<file path="config.mk">
export PLATFORM = sky130hd
export DESIGN_NAME = shift_rows_stream
export DESIGN_NICKNAME = d
export VERILOG_FILES = /design/src/rtl/shift_rows_stream.sv
export SDC_FILE = /design/constraint.sdc
export NUM_CORES = 1
export LEC_CHECK = 0
export CAP_MARGIN = 15
export CORE_ASPECT_RATIO = 1.25
export CORE_MARGIN = 8
export CORE_UTILIZATION = 54
export DETAILED_ROUTE_END_ITERATION = 8
export GPL_ROUTABILITY_DRIVEN = 1
export PLACE_DENSITY = 0.86
export REMOVE_ABC_BUFFERS = 1
export SLEW_MARGIN = 25
export SYNTH_ARGS = -nofsm -noshare
export SYNTH_HDL_FRONTEND = slang
export SYNTH_SLANG_ARGS = --single-unit
export TNS_END_PERCENT = 1
</file>
<file path="constraint.sdc">
create_clock -name clk -period 22.9 [get_ports clk]
set_input_delay 5.725 -clock clk [delete_from_list [all_inputs] [get_ports clk]]
set_output_delay 5.725 -clock clk [all_outputs]
set_load 0.02 [all_outputs]
</file>
<file path="src/rtl/shift_rows_stream.sv">
// rtl/shift_rows_stream.sv - handshaked ShiftRows/InvShiftRows stage with registered ready (skid buffer)
// Inverse mode and the tag path exist only when SHIFT_ROWS_STREAM_INV_EN is defined.
module shift_rows_stream #(
    parameter int NB = 4
) (
    input  logic             clk,
    input  logic             rst,
    input  logic             in_valid,
    output logic             in_ready,
    input  logic [0:32*NB-1] in_data,
    input  logic             in_inv,
    output logic             out_valid,
    input  logic             out_ready,
    output logic [0:32*NB-1] out_data,
    output logic             out_inv
);
    localparam int W = 32 * NB;

    if (NB != 4 && NB != 6 && NB != 8) begin : g_bad_nb
        $error("shift_rows_stream: NB must be 4, 6 or 8");
    end

    typedef enum logic [1:0] {EMPTY, ONE, FULL} buf_state_t;

    // Rijndael row offsets; the wide block skips offset 2 on rows 2 and 3.
    function automatic int row_shift(input int r);
        return (NB == 8 && r >= 2) ? r + 1 : r;
    endfunction

    logic [0:W-1] fwd_data;
    logic [0:W-1] perm_data;

    always_comb begin
        fwd_data = '0;
        for (int c = 0; c < NB; c++) begin
            for (int r = 0; r < 4; r++) begin
                fwd_data[8*(4*c+r) +: 8] = in_data[8*(4*((c + row_shift(r)) % NB) + r) +: 8];
            end
        end
    end

`ifdef SHIFT_ROWS_STREAM_INV_EN
    logic [0:W-1] inv_data;
    logic         main_inv_q;
    logic         skid_inv_q;

    always_comb begin
        inv_data = '0;
        for (int c = 0; c < NB; c++) begin
            for (int r = 0; r < 4; r++) begin
                inv_data[8*(4*c+r) +: 8] = in_data[8*(4*((c - row_shift(r) + NB) % NB) + r) +: 8];
            end
        end
    end

    assign perm_data = in_inv ? inv_data : fwd_data;
    assign out_inv   = main_inv_q;
`else
    logic unused_in_inv;
    assign unused_in_inv = in_inv;
    assign perm_data     = fwd_data;
    assign out_inv       = 1'b0;
`endif

    buf_state_t   state_q;
    logic [0:W-1] main_q;
    logic [0:W-1] skid_q;
    logic         out_valid_q;
    logic         ready_q;
    logic         accept;
    logic         emit;

    assign accept    = in_valid && ready_q;
    assign emit      = out_valid_q && out_ready;
    assign in_ready  = ready_q;
    assign out_valid = out_valid_q;
    assign out_data  = main_q;

    // Words are permuted on the way in, so main/skid always hold finished results.
    always_ff @(posedge clk or posedge rst) begin
        if (rst) begin
            state_q     <= EMPTY;
            main_q      <= '0;
            skid_q      <= '0;
            out_valid_q <= 1'b0;
            ready_q     <= 1'b0;
`ifdef SHIFT_ROWS_STREAM_INV_EN
            main_inv_q  <= 1'b0;
            skid_inv_q  <= 1'b0;
`endif
        end else begin
            case (state_q)
                EMPTY: begin
                    ready_q <= 1'b1;
                    if (accept) begin
                        main_q      <= perm_data;
`ifdef SHIFT_ROWS_STREAM_INV_EN
                        main_inv_q  <= in_inv;
`endif
                        out_valid_q <= 1'b1;
                        state_q     <= ONE;
                    end
                end
                ONE: begin
                    if (accept && !emit) begin
                        skid_q     <= perm_data;
`ifdef SHIFT_ROWS_STREAM_INV_EN
                        skid_inv_q <= in_inv;
`endif
                        ready_q    <= 1'b0;
                        state_q    <= FULL;
                    end else if (accept) begin
                        main_q     <= perm_data;
`ifdef SHIFT_ROWS_STREAM_INV_EN
                        main_inv_q <= in_inv;
`endif
                    end else if (emit) begin
                        out_valid_q <= 1'b0;
                        state_q     <= EMPTY;
                    end
                end
                FULL: begin
                    if (emit) begin
                        main_q     <= skid_q;
                        skid_q     <= '0;
`ifdef SHIFT_ROWS_STREAM_INV_EN
                        main_inv_q <= skid_inv_q;
                        skid_inv_q <= 1'b0;
`endif
                        ready_q    <= 1'b1;
                        state_q    <= ONE;
                    end
                end
                default: state_q <= EMPTY;
            endcase
        end
    end
endmodule
</file>
==> impl_results.md <==
* CP Capture Point: skid_q[61]$_DFFE_PP0P_
* Register area at 6510 um2
* Outcome: finished, final reports clean
* CP Max Fanout at 65
* Final setup vio count at 0
* CP endpoint kind: flop
* Antenna Violating Nets Remaining at 0
* Fillers at 1,354
* Port-buffer cells at 261
* Clk sinks at 260
* Synth Area in Simple Gates at 0.550%
* Main combinational cell family by area after synthesis: multiplexers
* Setup TNS at 0 ns
* Reg2Reg Depth at 4
* F_max at 122 MHz
* Post-Syn Area at 11,400 um2
* Number of hold violations in the final report at 0
* Maximum vdd drop at 0.0512 mV
* Fraction of the mapped netlist area in adder cells at 0%
* Die Y-Extent at 178 um
* RSZ-0062 raised after global routing: false
* I/O pins at 264
* Setup slack after layout at 14.72 ns
* Fin crit share at 35.7%
* Worst Path Required at 23.34 ns
* # H-tree levels at 1
* CTS max path bufs at 3
* Initial Utilization at 54.8%
* Row count at 59
* First drt pass iteration count at 4
* R2r startpoint: state_q[0]$_DFFE_PP0P_
* Mux share of post-synthesis cell area at 28.7%
* Synth cell types at 27
* Routed via count at 7,215
* Post-DP HPWL at 18.0 mm
* R2R setup slack at 19.94 ns
* CP Launch Point: out_ready
* Die W at 146 um
* P&R area growth vs syn at 32.1%
* Crit path DAT at 8.62 ns
* CTS-repair resized insts at 0
* Startpoint class of the critical path: input pin
* Number of global-route vias before repair at 7,926
* CTS tree: built
* Clock root buffer: clkbuf_16
* FF+latch count, synth at 260
* Worst Hold Class: flop to flop
* Crit path time final at 8.18 ns
* GRT Overall Usage at 21.6%
* Cts bufs inserted at 27
* Synth Area per Inst at 15.7 um2
* Least-Margin Pin Slew at 1.02 ns
* Post-Place Setup Slack at 14.27 ns
* Final Max Slew Viols at 0
* Largest net degree at the start of global routing at 138
* DR DRC count at 0
* Routed vias/inst at 5.70
* Post-synthesis compound-gate area fraction at 10.4%
* Placer Congestion at 0.761
* Initial DRC count at 394
* Relative max-transition margin at 32.2%
* Power Density at 62.3 nW/um2
* Synthesis warning total at 0
* Fin Clk Skew at 0.0114 ns
* WS Path Type: input pin to flop
* RR Endpoint: out_data[64]$_DFFE_PP0P_
* Register area share after synthesis at 57.2%
* Initial antenna violation count at 2
* Leak at 7.06 nW
* WL final at 28.6 mm
* Post-CTS setup buffer count at 0
* Area of the multi-input gates at 4550 um2
* Clk Latency, worst-skew pair at 0.51 ns
* Global route total overflow at 0
* Reg clk slew, reported paths at 0.06 ns
* XOR/XNOR Fraction of Synth Area at 0%
* Layout Nets at 1,101
* Core area at 20,700 um2
* Mapped Cells at 726
* Wire length per cell at 22.6 um
* Die area at 26,000 um2
* First-pass GRT wire length at 45.5 mm
* Share of cells above drive strength 1 at 29.6%
* MaxCap Viol Count at 0
* Hold-fix buffers, CTS at 0
Yosys cell counts (all sizes together):
cell    number  share of area, %
a22o       128               9.9
mux2       256                29
and3b        1             0.077
conb         1             0.033
a211o        1             0.077
a21boi       1             0.066
dfrtp      260                57
nand2        2             0.066
mux2i        1             0.088
o21ai        1             0.044
and4b        1             0.088
a21oi        2             0.088
clkbuf      12              0.40
a32oi        1             0.077
a31o         2              0.15
o21bai       1             0.066
nor2         2             0.066
inv          4              0.13
nand2b       1             0.055
buf         45               2.5
nor4bb       1             0.088
and2         2              0.11
routing by layer:
layer,wire [um],vias up,global-route usage (%)
met4,920,0,7.95
met5,0,-,0
met3,1470,60,3.81
met2,14600,231,36.8
li1,-,3196,-
met1,11600,3728,27.2
sequential cells by signal, summed over array words and instances, names as in the netlist:
name       cells
out_valid      1
skid_q       128
out_data     128
in_ready       1
state_q        2
worst min-delay path by stage:
stage / slack, ns / to / cells after the start / start
global route: 0.50 / out_data[33]$_DFFE_PP0P_ / 1 / out_data[33]$_DFFE_PP0P_
floorplan: 0.46 / skid_q[0]$_DFFE_PP0P_ / 1 / skid_q[0]$_DFFE_PP0P_
detailed placement: 0.47 / out_data[20]$_DFFE_PP0P_ / 1 / out_data[20]$_DFFE_PP0P_
CTS: 0.49 / out_data[20]$_DFFE_PP0P_ / 1 / out_data[20]$_DFFE_PP0P_
global placement: 0.47 / out_data[31]$_DFFE_PP0P_ / 1 / out_data[31]$_DFFE_PP0P_
finish: 0.48 / out_data[20]$_DFFE_PP0P_ / 1 / out_data[20]$_DFFE_PP0P_
cell usage in the layout, fill, tap and decap left out, types with 4 or more instances in the layout:
| master | netlist | routed |
|---|---|---|
| mux2_2 | 136 | 136 |
| clkbuf_16 | 0 | 27 |
| clkinv_2 | 0 | 5 |
| mux2_1 | 20 | 20 |
| clkdlybuf4s50_1 | 0 | 261 |
| a22o_1 | 128 | 128 |
| buf_4 | 2 | 7 |
| clkbuf_8 | 0 | 4 |
| mux2_4 | 100 | 100 |
| clkbuf_1 | 12 | 9 |
| dfrtp_1 | 260 | 260 |
power by group:
part	total (mW)	switching, mW	internal [mW]	leakage [nW]
Combinational	0.0364	0.0155	0.0210	3.00
Clock	0.440	0.176	0.264	0.439
Sequential	0.459	0	0.459	3.62
Total	0.936	0.191	0.745	7.06
cell families (layout without fill, tap and decap cells):
kind of cell,Yosys count,count (layout)
muxes,257,257
and+or+nand+nor,10,10
other,1,4
AOI/OAI and AO/OA,137,137
buffers and inverters,61,323
DFF,260,260
final cells by class:
cell class / count / share of cell area, %
Sequential cell: 260 / 43.3
Multi-Input combinational cell: 405 / 30.3
Antenna cell: 3 / 0.0500
Clock buffer: 40 / 5.09
Tap cell: 274 / 2.28
Timing Repair Buffer: 270 / 18.0
Clock inverter: 9 / 0.824
Inverter: 4 / 0.183
stage by stage:
stage / total power [mW] / cells / hold WS, ns / utilization (%) / cell area, um2
finish: 0.936 / 1265 / 0.483 / 72.4 / 15000
global route: 0.968 / 1264 / 0.500 / 72.4 / 15000
CTS: 0.946 / 1261 / 0.487 / 72.2 / 15000
detailed placement: 0.504 / 1212 / 0.474 / 67.9 / 14100
global placement: 0.503 / 1212 / 0.467 / 67.9 / 14100
floorplan: 0.475 / 669 / 0.462 / - / 11000
worst max-delay path, cell delays in order:
cell and delay (ns):
clkdlybuf4s50_1 0.47, a21boi_0 0.50, and2_4 0.78, buf_4 0.74
a22o_1 0.28
Power figures use the tool's default switching activity.
